## src/rtl/pipe_pkg.sv

```systemverilog
// pipe_pkg: shared NOP encoding, MIPS opcodes and pipeline state enum for the IR chain, stall unit and bench.
package pipe_pkg;
    localparam logic [31:0] NOP_INSTR = 32'h0000_0000;
    localparam logic [5:0]  OP_LW     = 6'b100011;
    localparam logic [5:0]  OP_SW     = 6'b101011;
    localparam logic [5:0]  OP_BEQ    = 6'b000100;
    localparam logic [5:0]  OP_ADDI   = 6'b001000;
    localparam logic [5:0]  OP_RTYPE  = 6'b000000;
    typedef enum logic [1:0] {
        RUN   = 2'd0,
        STALL = 2'd1,
        FLUSH = 2'd2
    } pipe_state_t;
endpackage

```

## src/rtl/pipe_perf_cnt.sv

```systemverilog
// pipe_perf_cnt: wrapping stall, flush and retire event counters for the pipeline.
module pipe_perf_cnt (
    input  logic        clk,
    input  logic        rst_n,
    input  logic        stall_ev,
    input  logic        flush_ev,
    input  logic        retire_ev,
    output logic [31:0] perf_stalls,
    output logic [31:0] perf_flushes,
    output logic [31:0] perf_retired
);
    always_ff @(posedge clk or negedge rst_n) begin
        if (!rst_n) begin
            perf_stalls  <= '0;
            perf_flushes <= '0;
            perf_retired <= '0;
        end else begin
            perf_stalls  <= perf_stalls + 32'(stall_ev);
            perf_flushes <= perf_flushes + 32'(flush_ev);
            perf_retired <= perf_retired + 32'(retire_ev);
        end
    end
endmodule

```

## src/rtl/pipe_ir_chain.sv

```systemverilog
// pipe_ir_chain: IF/ID..MEM/WB instruction registers with stall/flush control FSM.
// Optional perf counters built when PIPE_PERF_EN is defined.
module pipe_ir_chain
    import pipe_pkg::*;
#(
    parameter int MAX_STALL = 2
) (
    input  logic        clk,
    input  logic        rst_n,
    input  logic [31:0] fetch_instr,
    input  logic        fetch_valid,
    input  logic        stall,
    input  logic        branch_taken,
    output logic [31:0] decode_ir,
    output logic [31:0] execute_ir,
    output logic [31:0] memory_ir,
    output logic [31:0] wrback_ir,
    output logic        pc_en,
    output logic [1:0]  pipe_state,
    output logic        err_stall_ovr,
    output logic [31:0] perf_stalls,
    output logic [31:0] perf_flushes,
    output logic [31:0] perf_retired
);
    localparam int CW = $clog2(MAX_STALL + 2);
    pipe_state_t   state, state_nxt;
    logic [CW-1:0] stall_cnt, cnt_nxt;
    logic          err_nxt, hold;
    // the pipe is all NOP during FLUSH, so a stall request there is spurious
    assign hold       = stall && !branch_taken && state != FLUSH;
    assign pc_en      = !rst_n || !hold;
    assign pipe_state = state;
    always_comb begin
        state_nxt = state;
        cnt_nxt   = '0;
        err_nxt   = err_stall_ovr;
        case (state)
            RUN: begin
                state_nxt = branch_taken ? FLUSH : (stall ? STALL : RUN);
                cnt_nxt   = (!branch_taken && stall) ? CW'(1) : '0;
            end
            STALL: begin
                state_nxt = branch_taken ? FLUSH : (stall ? STALL : RUN);
                if (!branch_taken && stall) begin
                    cnt_nxt = (stall_cnt == CW'(MAX_STALL + 1)) ? stall_cnt : stall_cnt + CW'(1);
                    if (stall_cnt == CW'(MAX_STALL))
                        err_nxt = 1'b1;
                end
            end
            FLUSH:   state_nxt = branch_taken ? FLUSH : RUN;
            default: state_nxt = RUN;
        endcase
    end
    always_ff @(posedge clk or negedge rst_n) begin
        if (!rst_n) begin
            state         <= RUN;
            stall_cnt     <= '0;
            err_stall_ovr <= 1'b0;
        end else begin
            state         <= state_nxt;
            stall_cnt     <= cnt_nxt;
            err_stall_ovr <= err_nxt;
        end
    end
    always_ff @(posedge clk or negedge rst_n) begin
        if (!rst_n) begin
            decode_ir  <= NOP_INSTR;
            execute_ir <= NOP_INSTR;
            memory_ir  <= NOP_INSTR;
            wrback_ir  <= NOP_INSTR;
        end else if (branch_taken) begin
            decode_ir  <= NOP_INSTR;
            execute_ir <= NOP_INSTR;
            memory_ir  <= NOP_INSTR;
            wrback_ir  <= memory_ir;
        end else begin
            decode_ir  <= hold ? decode_ir : (fetch_valid ? fetch_instr : NOP_INSTR);
            execute_ir <= hold ? NOP_INSTR : decode_ir;
            memory_ir  <= execute_ir;
            wrback_ir  <= memory_ir;
        end
    end
`ifdef PIPE_PERF_EN
    pipe_perf_cnt u_perf (
        .clk          (clk),
        .rst_n        (rst_n),
        .stall_ev     (stall && !branch_taken),
        .flush_ev     (branch_taken),
        .retire_ev    (wrback_ir != NOP_INSTR),
        .perf_stalls  (perf_stalls),
        .perf_flushes (perf_flushes),
        .perf_retired (perf_retired)
    );
`else
    assign perf_stalls  = '0;
    assign perf_flushes = '0;
    assign perf_retired = '0;
`endif
endmodule

```

## config.mk

```make
export PLATFORM = sky130hd
export DESIGN_NAME = pipe_ir_chain
export DESIGN_NICKNAME = d
export VERILOG_FILES = /design/src/rtl/pipe_pkg.sv /design/src/rtl/pipe_perf_cnt.sv /design/src/rtl/pipe_ir_chain.sv
export SDC_FILE = /design/constraint.sdc
export NUM_CORES = 1
export LEC_CHECK = 0
export CORE_ASPECT_RATIO = 1.2
export CORE_MARGIN = 2
export CORE_UTILIZATION = 41
export DETAILED_ROUTE_END_ITERATION = 8
export PLACE_DENSITY_LB_ADDON = 0.1
export SYNTH_ARGS = -nofsm -noshare
export SYNTH_HDL_FRONTEND = slang
export SYNTH_HIERARCHICAL = 1
export SYNTH_SLANG_ARGS = --single-unit
```

## constraint.sdc

```tcl
create_clock -name clk -period 1.97 [get_ports clk]
set_input_delay 0.2955 -clock clk [delete_from_list [all_inputs] [get_ports clk]]
set_output_delay 0.2955 -clock clk [all_outputs]
set_load 0.01 [all_outputs]
```

==> metrics.md <==
| Metric | Value |
|---|---|
| Pwr Density | approximately 900 mW/mm2 |
| Worst slew pin tran | 0.713 ns |
| Synth area leader | dfrtp_1 |
| Maxcap violations | 0 |
| Ys async rst share | 1.00 |
| Dpl cells | 744 |
| Dominant combinational cell family by area after synthesis | buffers and inverters |
| Top post-synthesis cells by area | dfrtp_1 (63%), buf_4 (14%), mux2i_1 (6.1%), nor2b_1 (3.9%), and2_1 (3.8%) |
| Die footprint | 0.0137 mm2 |
| Crit path capture type | primary output |
| Clk root buf | clkbuf_16 |
| Synthesized area | 0.00526 mm2 |
| Kind of critical path | reg -> out |
| Largest net degree at the start of global routing | 134 |
| Max_slew headroom | 0.525 |
| Sw power | 1.50 mW |
| M1 GR Usage | 0.185 |
| Req. time, crit path | 1.67 ns |
| CTS tree | yes |
| Postcts setup bufs | 1 |
| Nets | 639 |
| Total GRT Usage | 0.174 |
| Synth warnings | 6 |
| Core ar. | 0.0126 mm2 |
| CP Max Fanout | 3 |
| Clock-pin transition on the worst setup and hold timing paths | 0.06 ns |
| Failing checks | negative hold slack |
| Die W | 107 um |
| Detail Route Antenna Nets | 0 |
| Leakage | about 3.7 nW |
| Post-Syn Area per Cell | 12.5 um2 |
| Post-Synth Adder-Cell Area | 0.00476 |
| Pint | between 5 and 6 mW |
| Maximum buffer depth of the clock tree | 2 |
| Min-delay worst type | in -> async |
| Row Count | 45 |
| M3 GR Usage | 0.0803 |
| Clock power share | 0.482 |
| Number of global-route vias before repair | 3145 |
| Clock skew | between 0.005 and 0.006 ns |
| Antenna violations before repair | 0 |
| Detailed-route wire length per cell | 14.9 um |
| Busiest grt layer | met2 |
| Unique cell type count in the Yosys netlist | 22 |
| Fin. Hold Viols | 16 |
| Non-filler cells, final | 776 |
| Post-synthesis compound-gate area fraction | 0.00714 |
| DP Wirelength | 8.28 mm |
| Initial DRT Pass Iterations | 4 |
| EDFF count, synth | 0 |
| Sequential power share | 0.432 |
| Comb pwr share | 0.087 |
| Unrepaired setup endpoints after global routing | no |
| Post-synthesis register bit count | 133 |
| Pins Over Slew Limit | 0 |
| F_max | 528 MHz |
| Fin Hold WS | -0.0193 ns |
| Post-detailed-routing wire length | ~12 mm |
| Layout area overhead | 40.7% |
| Share of post-route cells with drive strength above 1 | 0.0768 |
| Antenna diode count | 0 |
| Post-synth top flop | dfrtp_1 |
| Post-synthesis mux area share | 0.0609 |
| Minimum clock period | roughly 1.9 ns |
| Initial DRC count | 170 |
| Initial core utilization | 0.417 |
| Port Buffers | 168 |
| Post-route DRC violation count | 0 |
| Switching Share | 0.227 |
| Vias | around 3100 |
| Sequential fraction of the synthesis area | 0.633 |
| Area share of the largest cell type after synthesis | 0.633 |
| Critical path arrival | 1.60 ns |
| Vias/cell | 4.05 |
| Outcome | finished, violations left |
| Die Height | 128 um |
| Fin crit share | 0.961 |
| Synth Area in Simple Gates | 0.113 |
| Later-pin clock latency in the skew report | around 0.40 ns |
| CTS Sinks | ~130 |
| TNS Setup | 0 ns |
| Final setup violation count | 0 |
| TritonCTS buffer count | 17 |
| Post-Synth XOR/XNOR Area | 0.00167 |
| Max VDD drop | 0.000510 V |
| Startpoint Class | register |
| Synth cell count leaders | dfrtp_1 (133), buf_4 (97), inv_1 (33), nand2_1 (33), nor2b_1 (33) |
| Met2 Track Usage GR | 0.303 |
| CTS Hold Buffers Added | 0 |
| Cts repair resizes | 0 |
| Synth Instances | 421 |
| Top-level port count | 265 |
| CTS H-Tree Depth | 4 |
| Final GP Congestion | 0.742 |
| Count leader, synth | dfrtp_1 |
| First-pass GRT wire length | around 18 mm |
| GR Overflow Total | 0 |
-- sequential cells by signal, summed over array words and instances (netlist names) --
| register | count |
|---|---|
| stall_cnt | 2 |
| execute_ir | 32 |
| wrback_ir | 32 |
| err_stall_ovr | 1 |
| pipe_state | 2 |
| decode_ir | 32 |
| memory_ir | 32 |
-- power groups by stage --
| stage | logic [mW] | registers, mW | clock network (mW) |
|---|---|---|---|
| final | 0.574 | 2.86 | 3.19 |
| after global routing | 0.635 | 2.86 | 3.39 |
| after CTS | 0.585 | 2.86 | 3.25 |
| after detailed placement | 0.580 | 2.91 | 0 |
| after global placement | 0.577 | 2.90 | 0 |
| after floorplan | 0.352 | 2.93 | 0 |
-- cell usage in the layout (no fill, tap or decap), drive strengths merged --
cell type        n
clkdlybuf4s50  166
dfrtp          133
conb            96
inv             33
nand2           33
nor2b           33
and2            32
mux2i           32
clkbuf          19
buf             10
clkinvlp         5
clkinv           4
bufinv           3
a21boi           2
ha               2
nand2b           1
a21oi            1
nor3b            1
nand4b           1
xor2             1
nand3b           1
a31o             1
o21ai            1
and3             1
-- final cells by class --
class | count | area (um2)
inverters | 33 | 124
well taps | 164 | 205
clock inverters | 12 | 155
fillers | 1076 | 5210
flip-flops and latches | 133 | 3330
clock buffers | 19 | 453
repair buffers | 176 | 1790
multi-input cells | 239 | 1350
-- cell families (layout without fill, tap and decap cells) --
| logic type | Yosys count | in the layout |
|---|---|---|
| AOI/OAI and AO/OA | 5 | 5 |
| xor gates and xnor gates | 1 | 1 |
| adders and majority gates | 2 | 2 |
| buffers and inverters | 144 | 240 |
| DFF | 133 | 133 |
| muxes | 32 | 32 |
| other | 1 | 96 |
| and+or+nand+nor | 103 | 103 |
-- stage by stage --
stage / hold WS (ns) / power (mW) / util / worst slack (ns) / area, um2
3_5_place_dp: 0.358 / 3.49 / 0.538 / 0.186 / 6780
6_report: -0.0193 / 6.62 / 0.587 / 0.0766 / 7400
5_1_grt: 0.0649 / 6.89 / 0.587 / 0.0104 / 7400
2_1_floorplan: -0.0000911 / 3.28 / - / 0.775 / 5610
3_3_place_gp: 0.356 / 3.48 / 0.538 / 0.264 / 6780
4_1_cts: 0.0463 / 6.69 / 0.587 / 0.0476 / 7400
-- worst max-delay path, cell delays in order, from the launching register on --
cell and delay (ns):
dfrtp_1 0.39, nand2b_4 0.17, nand4b_1 0.10, clkdlybuf4s50_1 0.54
-- worst paths after layout --
kind,start,endpoint,slack [ns],cells past startpoint
worst max-delay path,pipe_state[0],pc_en,0.08,3
worst min-delay path,rst_n,execute_ir[24],-0.02,2
worst max register to register,pipe_state[0],decode_ir[8],0.74,4
worst min register to register,memory_ir[15],wrback_ir[15],0.37,0
max in group asynchronous,rst_n,wrback_ir[27],1.44,2
min in group clk,branch_taken,memory_ir[28],0.30,2
-- metal layers --
metal  share of wire  vias up
met4           0.013        0
li1                -     1445
met1            0.36     1524
met5               0        -
met3           0.094       10
met2            0.54      163
No activity file was read; power rests on OpenSTA's default activity.
